<file path="src/rtl/seg7_scan_ctrl.sv">
// Four-digit 7-segment scan controller: serial binary-to-BCD conversion feeding a multiplexed display.
// Optional build macro LEADING_ZERO_BLANK_EN blanks leading zero digits above the units position.
module seg7_scan_ctrl #(
    parameter int PRESCALE = 50000
) (
    input  logic        CLK_i,
    input  logic        RST_i,
    input  logic [11:0] IN_i,
    input  logic        VALID_i,
    output logic        READY_o,
    output logic [6:0]  SEG_o,
    output logic [3:0]  DIG_o
);

    localparam int PW = (PRESCALE > 1) ? $clog2(PRESCALE) : 1;
    localparam logic [PW-1:0] PRESC_LAST = PW'(PRESCALE - 1);

    localparam logic [1:0] ST_IDLE   = 2'd0;
    localparam logic [1:0] ST_SHIFT  = 2'd1;
    localparam logic [1:0] ST_COMMIT = 2'd2;

    logic [1:0]    state;
    logic [11:0]   bin_sr;
    logic [15:0]   bcd;
    logic [15:0]   bcd_adj;
    logic [3:0]    iter;
    logic [15:0]   disp;
    logic [PW-1:0] presc;
    logic [1:0]    index;
    logic [3:0]    digit_sel;
    logic          blank;
    logic [6:0]    seg_next;
    logic [3:0]    dig_next;

    function automatic logic [6:0] decode(input logic [3:0] d);
        logic [6:0] s;
        case (d)
            4'd0:    s = 7'h3F;
            4'd1:    s = 7'h06;
            4'd2:    s = 7'h5B;
            4'd3:    s = 7'h4F;
            4'd4:    s = 7'h66;
            4'd5:    s = 7'h6D;
            4'd6:    s = 7'h7D;
            4'd7:    s = 7'h07;
            4'd8:    s = 7'h7F;
            4'd9:    s = 7'h6F;
            default: s = 7'h00;
        endcase
        return s;
    endfunction

    // Double-dabble correction: each nibble is adjusted on its own, never carrying upward.
    always_comb begin
        bcd_adj = bcd;
        for (int i = 0; i < 4; i++) begin
            if (bcd[4*i +: 4] >= 4'd5)
                bcd_adj[4*i +: 4] = bcd[4*i +: 4] + 4'd3;
        end
    end

    always_ff @(posedge CLK_i or posedge RST_i) begin
        if (RST_i) begin
            state  <= ST_IDLE;
            bin_sr <= '0;
            bcd    <= '0;
            iter   <= '0;
            disp   <= '0;
        end else begin
            case (state)
                ST_IDLE: begin
                    if (VALID_i) begin
                        bin_sr <= IN_i;
                        bcd    <= '0;
                        iter   <= '0;
                        state  <= ST_SHIFT;
                    end
                end
                ST_SHIFT: begin
                    {bcd, bin_sr} <= {bcd_adj, bin_sr} << 1;
                    iter          <= iter + 4'd1;
                    if (iter == 4'd11)
                        state <= ST_COMMIT;
                end
                ST_COMMIT: begin
                    disp  <= bcd;
                    state <= ST_IDLE;
                end
                default: state <= ST_IDLE;
            endcase
        end
    end

    assign READY_o = (state == ST_IDLE);

    always_ff @(posedge CLK_i or posedge RST_i) begin
        if (RST_i) begin
            presc <= '0;
            index <= '0;
        end else if (presc == PRESC_LAST) begin
            presc <= '0;
            index <= index + 2'd1;
        end else begin
            presc <= presc + 1'b1;
        end
    end

    always_comb begin
        digit_sel = 4'd0;
        blank     = 1'b0;
        case (index)
            2'd0: digit_sel = disp[3:0];
            2'd1: digit_sel = disp[7:4];
            2'd2: digit_sel = disp[11:8];
            default: digit_sel = disp[15:12];
        endcase
`ifdef LEADING_ZERO_BLANK_EN
        // A digit is blank only when it and every more significant digit are zero.
        case (index)
            2'd1: blank = (disp[15:4] == 12'd0);
            2'd2: blank = (disp[15:8] == 8'd0);
            2'd3: blank = (disp[15:12] == 4'd0);
            default: blank = 1'b0;
        endcase
`else
        blank = 1'b0;
`endif
        seg_next = blank ? 7'h00 : decode(digit_sel);
        dig_next = 4'b0001 << index;
    end

    always_ff @(posedge CLK_i or posedge RST_i) begin
        if (RST_i) begin
            SEG_o <= 7'h3F;
            DIG_o <= 4'b0001;
        end else begin
            SEG_o <= seg_next;
            DIG_o <= dig_next;
        end
    end

endmodule
</file>
<file path="config.mk">
export PLATFORM = sky130hd
export DESIGN_NAME = seg7_scan_ctrl
export DESIGN_NICKNAME = d
export VERILOG_FILES = /design/src/rtl/seg7_scan_ctrl.sv
export SDC_FILE = /design/constraint.sdc
export NUM_CORES = 1
export LEC_CHECK = 0
export CAP_MARGIN = 30
export CORE_UTILIZATION = 55
export CTS_CLUSTER_DIAMETER = 150
export CTS_CLUSTER_SIZE = 8
export DETAILED_ROUTE_END_ITERATION = 6
export PLACE_DENSITY = 0.75
export SLEW_MARGIN = 10
export SYNTH_ARGS = -nofsm -noshare
export SYNTH_HDL_FRONTEND = slang
export SYNTH_SLANG_ARGS = --single-unit
export TNS_END_PERCENT = 100
</file>
<file path="constraint.sdc">
create_clock -name CLK_i -period 3.55 [get_ports CLK_i]
set_clock_uncertainty 0.2 [all_clocks]
set_input_delay 0.5325 -clock CLK_i [delete_from_list [all_inputs] [get_ports CLK_i]]
set_output_delay 0.5325 -clock CLK_i [all_outputs]
set_load 0.02 [all_outputs]
</file>
==> results.cfg, run 1 <==
[detailed_routing]
viasPerCell = 5.74
detail_route.first_pass.iterations = 6
maxUsedRoutingLayer = met4
drc = 3
drt_first_iter_violations = 152
antenna_left = 0
drt_wl_total_mm = 6.69
routedWlPerCell_microns = 14.7
dr_wl_met2_mm = 3.28
dr_wl_met3_microns = 200
wl_met1_mm = 3.15
detailroute.via_count = 2607

[placement]
post_dp_cell_area_sq_um = 4110
gp_congestion = 0.809
hpwl_mm = 4.57
placement.io_buffers = 26

[run]
maxCapViolCount = 0

[pwr]
vdd_ir_drop_max_mv = 0.419
clockPowerShare = 0.207
p_leak_uw = 0.00196
intPower_uw = 2010
comb_power_share = 0.366
power.switching_uw = 1110
total_power_consumption_uw = 3120
p_per_area_nw_per_um2 = 726
switching_share = 0.355
sequentialPowerShare = 0.427

[worst_setup_path]
cp_slowest_stage_delay_ps = 630
crit_path_max_fanout = 19
required_ps = 2820
reg2reg_depth = 8
setup.worst_path.class = reg -> out
timing.critical_path.arrival_ps = 1750
worst_path_max_delay_cell = sky130_fd_sc_hd__clkdlybuf4s50_1
chain_of_cells_forming_the_critical_path = nor2_1 -> clkdlybuf4s50_1
worstSetupStartpointType = flop
end_kind = output pin

[floorplan]
die_width_microns = 84.8
die-area_sq_um = 7190
floorplan.io_pins = 27
initial_utilization = 0.581
die-height_microns = 84.8
core_region_area_sq_um = 6490
num_rows = 29

[synth]
synthCells = 343
ys_seq_area_frac = 0.526
synthFlopType = sky130_fd_sc_hd__dfrtp_1
yosysUniqueCellTypes = 42
netlist.area_leader.share = 0.478
synth_area_leader_cell = sky130_fd_sc_hd__dfrtp_1
number_of_enable_type_register_cells_in_the_synthesized_netlist = 0
ys_top_cells_by_area = sky130_fd_sc_hd__dfrtp_1 48%, sky130_fd_sc_hd__ha_1 6.6%, sky130_fd_sc_hd__dfstp_2 4.9%
synth_warnings = 0
synth.avg_cell_area_sq_um = 11.0
synth_most_common_cell = sky130_fd_sc_hd__dfrtp_1
yosys_register_bits = 79
ys_async_sr_fraction = 1.00
synth_top_cells_by_count = 72 x sky130_fd_sc_hd__dfrtp_1, 24 x sky130_fd_sc_hd__o21ai_0, 23 x sky130_fd_sc_hd__inv_1
synth.cell_area_sq_um = 3770
postSynthNetCount = 378

[worst_hold_path]
hold_path.class = reg -> reg
hold-path-cell-count = 2

[clock_network]
htree_num_levels = 3
cts-root-buf = sky130_fd_sc_hd__clkbuf_8
cts_buffers = 9
clock_insertion_delay_worst_skew_ps = 350
post_cts_resized = 0
tritoncts = done
post-cts-setup-buffer-count = 0
path_clk_slew_ps = 80
cts_sinks = 79
clock_tree.buffer_depth = 2
hold_buffers = 0

[sta]
final-hold-violation-count = 0
tightest_slew_ps = 809
final-setup-viol-count = 0
hold-worst-slack_ps = 287
rsz0062_at_grt = no
timing.fmax_ghz = 0.403
maxSlewHeadroom = 0.461
final_min_period_over_clock_period = 0.699
finalSetupTns_ps = 0
final_period_minus_worst_setup_slack_ps = 2480
timing_max_transition_violations_final = 0

[layout]
drive_above_1_share = 0.117
syn2layout_area_growth_pct = 14.0
diodes_inserted = 0
post-route-util = 0.662
final_area_sq_um = 4300
fin_nets = 407

[grt]
grt_start_max_net_pins = 30
gr-total-overflow = 0
first_global_vias = 2557
grt_pass1_wl_mm = 11.8
number_of_antenna_violations_at_the_first_check_in_global_routing = 0
track_usage = 0.210

[run_status]
run_status = complete, but fails checks
violations = DRC
## routing by layer
layer  vias to the layer above  global-route usage
li1                       1274                   -
met4                         0              0.0832
met5                         -                   0
met2                        43               0.339
met1                      1284               0.278
met3                         6              0.0496
## path summary, 6_finish.rpt
| check | start | to | slack [ps] |
|---|---|---|---|
| setup / recovery | state[1]$_DFFE_PP0P_ | READY_o | 1070 |
| hold / removal | bin_sr[5]$_DFFE_PP0P_ | bin_sr[5]$_DFFE_PP0P_ | 290 |
| setup reg to reg | index[0]$_DFFE_PP0N_ | SEG_o[1]$_DFF_PP1_ | 1120 |
| hold reg to reg | bin_sr[5]$_DFFE_PP0P_ | bin_sr[5]$_DFFE_PP0P_ | 290 |
| max in group asynchronous | RST_i | SEG_o[0]$_DFF_PP1_ | 2050 |
| min in group asynchronous | RST_i | presc[12]$_DFF_PP0_ | 320 |
## cell families (layout without fill, tap and decap cells)
family,Yosys count,count (layout),synth area share
AO/OA/AOI/OAI,82,82,0.140
XOR/XNOR,19,19,0.0441
adder cells (fa/ha/maj),20,20,0.0663
buffers and inverters,37,71,0.0391
flip-flops,79,79,0.526
multiplexers,20,20,0.0577
AND/OR/NAND/NOR,86,86,0.127
## power groups by stage
| stage | combinational [uW] | sequential [uW] | clock [uW] |
|---|---|---|---|
| after floorplan | 857 | 1330 | 0 |
| after global placement | 1100 | 1340 | 0 |
| after detailed placement | 1130 | 1350 | 0 |
| after CTS | 1140 | 1330 | 665 |
| after global routing | 1300 | 1370 | 700 |
| final | 1140 | 1330 | 647 |
## cell type report
cell class | count | area, sq um
fillers | 498 | 2190
flip-flops and latches | 79 | 1990
multi-input cells | 227 | 1640
repair buffers | 32 | 305
clock buffers | 10 | 128
well taps | 77 | 96.3
inverters | 23 | 86.3
clock inverters | 6 | 61.3
## through the flow
stage	worst slack, ps	instances
2_1_floorplan	806	343
3_3_place_gp	1220	437
3_5_place_dp	1140	437
4_1_cts	1050	453
5_1_grt	944	454
6_report	1070	454
## layout by cell type (no fill, tap or decap), types with 9 or more instances in the layout
cell,synthesis,layout
sky130_fd_sc_hd__inv_1,23,22
sky130_fd_sc_hd__nor2_1,12,12
sky130_fd_sc_hd__xnor2_1,11,11
sky130_fd_sc_hd__dfrtp_1,72,72
sky130_fd_sc_hd__ha_1,20,20
sky130_fd_sc_hd__mux2_2,11,11
sky130_fd_sc_hd__o22ai_1,13,13
sky130_fd_sc_hd__clkbuf_8,0,9
sky130_fd_sc_hd__a21oi_1,18,18
sky130_fd_sc_hd__o21ai_0,24,24
sky130_fd_sc_hd__clkdlybuf4s50_1,0,26
sky130_fd_sc_hd__nand2_1,22,22
## sequential cells by signal, indices dropped and copies added (netlist names)
signal  flops
DIG_o       4
SEG_o       7
bcd        16
bin_sr     12
disp       16
index       2
iter        4
presc      16
state       2
## worst max-delay path, delay by kind of cell (launching register included)
| kind | cells | cell delay [ps] |
|---|---|---|
| flops | 1 | 560 |
| buf+inv | 1 | 630 |
| simple gates | 1 | 200 |
Power figures use the tool's default switching activity.
==> inputs of run 2 (changes only) <==
- clock period: 3.55 -> 2.49 ns (I/O delays scaled with it)
==> run 2 against run 1 <==
Against the previous run:
- the run still ends with DRC left
- flip-flop and latch count stayed put
- first-iteration DRC count fell by 0.66%
- wire length fell by 3.1%
- non-clock buffer count rose by 2
- critical endpoint is now SEG_o[1]$_DFF_PP1_
==> results.cfg, run 2 (same netlist as run 1, synthesis figures left out) <==
[floorplan]
core_region_area_sq_um = 6490
floorplan.io_pins = 27
initial_utilization = 0.581
die_width_microns = 84.8
die-area_sq_um = 7190
num_rows = 29
die-height_microns = 84.8

[sta]
final-setup-viol-count = 0
maxSlewHeadroom = 0.558
tightest_slew_ps = 644
finalSetupTns_ps = 0
final-hold-violation-count = 0
hold-worst-slack_ps = 284
final_period_minus_worst_setup_slack_ps = 2320
final_min_period_over_clock_period = 0.931
timing.fmax_ghz = 0.431
timing_max_transition_violations_final = 0
rsz0062_at_grt = no

[detailed_routing]
drt_first_iter_violations = 151
drt_wl_total_mm = 6.48
drc = 3
viasPerCell = 5.64
antenna_left = 0
routedWlPerCell_microns = 14.2
detailroute.via_count = 2573
detail_route.first_pass.iterations = 7

[layout]
diodes_inserted = 0
syn2layout_area_growth_pct = 14.1
largest_registers_ranked_by_flip_flop_count = bcd: 16 flops, disp: 16 flops, presc: 16 flops
fillers = 493
seq_area_sq_um = 1990
layout.cells.most_common = sky130_fd_sc_hd__dfrtp_1
multi_input_gate_area_in_the_final_layout_sq_um = 1640
fin_nets = 409
layout.cells.most_common_list = 72 x sky130_fd_sc_hd__dfrtp_1, 26 x sky130_fd_sc_hd__clkdlybuf4s50_1, 24 x sky130_fd_sc_hd__o21ai_0
drive_above_1_share = 0.119

[pwr]
p_leak_uw = 0.00196
vdd_ir_drop_max_mv = 0.599
p_per_area_nw_per_um2 = 1000

[placement]
gp_congestion = 0.787
hpwl_mm = 4.36
placement.io_buffers = 26

[worst_setup_path]
crit_start = index[0]$_DFFE_PP0N_
setup.worst_path.class = reg -> reg
required_ps = 2560
end_kind = flop
crit_path_max_fanout = 6
worstSetupStartpointType = flop
reg2reg_depth = 8
timing.critical_path.arrival_ps = 2390
regToRegStartpoint = index[0]$_DFFE_PP0N_

[clock_network]
post-cts-setup-buffer-count = 0
clock_insertion_delay_worst_skew_ps = 340
clock_tree.buffer_depth = 2
cts_sinks = 79
tritoncts = done
htree_num_levels = 3
path_clk_slew_ps = 80
cts_buffers = 9
cts-root-buf = sky130_fd_sc_hd__clkbuf_8

[grt]
grt_pass1_wl_mm = 11.2
first_global_vias = 2486
number_of_antenna_violations_at_the_first_check_in_global_routing = 0
track_usage = 0.200
gr-total-overflow = 0
grt_start_max_net_pins = 80

[run_status]
run_status = complete, but fails checks
violations = DRC

[worst_hold_path]
hold_path.class = in -> async

[run]
maxCapViolCount = 0
-- run 2: cell types whose count changed in the layout (fill, tap and decap cells not counted), sizes merged --
cell | previous run | this run
buf | 6 | 8
clkinv | 4 | 5
inv | 23 | 22
bufinv | 1 | 0
clkbuf | 10 | 11
-- run 2: layer usage --
metal | vias up | track usage | share of wire
met5 | - | 0 | 0
li1 | 1282 | - | -
met3 | 8 | 0.0584 | 0.033
met4 | 0 | 0.0724 | 0.014
met1 | 1245 | 0.256 | 0.49
met2 | 38 | 0.325 | 0.46
-- run 2: critical path, stage by stage, from the launching register on --
cell and delay, ps:
sky130_fd_sc_hd__dfrtp_1 390, sky130_fd_sc_hd__inv_1 90, sky130_fd_sc_hd__ha_1 260, sky130_fd_sc_hd__a222oi_1 320, sky130_fd_sc_hd__mux2_2 290, sky130_fd_sc_hd__inv_1 80, sky130_fd_sc_hd__ha_1 310, sky130_fd_sc_hd__o21a_1 190
sky130_fd_sc_hd__a21oi_1 120
-- run 2: layout make-up --
cell class                      count  share of cell area
Clock buffer                       11              0.0305
Inverter                           23              0.0209
Timing Repair Buffer               34              0.0773
Tap cell                           77              0.0224
Clock inverter                      5             0.00581
Multi-Input combinational cell    227               0.382
Sequential cell                    79               0.461
-- run 2: stage by stage --
step                instances  cell area [sq um]  worst slack (ps)  utilization  total power [uW]
floorplan                 343               3780               336            -              3110
global placement          440               4140               239        0.638              3490
detailed placement        440               4140               153        0.638              3550
CTS                       456               4300               131        0.662              4350
global route              456               4300              17.6        0.663              4640
finish                    456               4300               172        0.663              4310
-- run 2: what timing repair did --
| action | CTS | global route |
|---|---|---|
| hold buffers | 0 | 0 |
| endpoints found under the setup margin | 0 | 1 |
| resized for setup | 0 | 1 |
-- run 2: path summary, 6_finish.rpt --
path	end	slack, ps
max in group asynchronous	SEG_o[2]$_DFF_PP1_	1470
hold reg to reg	bin_sr[3]$_DFFE_PP0P_	290
hold / removal	bin_sr[7]$_DFFE_PP0P_	280
setup / recovery	SEG_o[1]$_DFF_PP1_	170
min in group CLK_i	bin_sr[3]$_DFFE_PP0P_	290
setup reg to reg	SEG_o[1]$_DFF_PP1_	170
-- run 2: report_power, final --
group	internal, uW	total (uW)	switching (uW)
Combinational	766	1620	859
Sequential	1650	1900	247
Clock	354	783	429
Total	2770	4310	1540
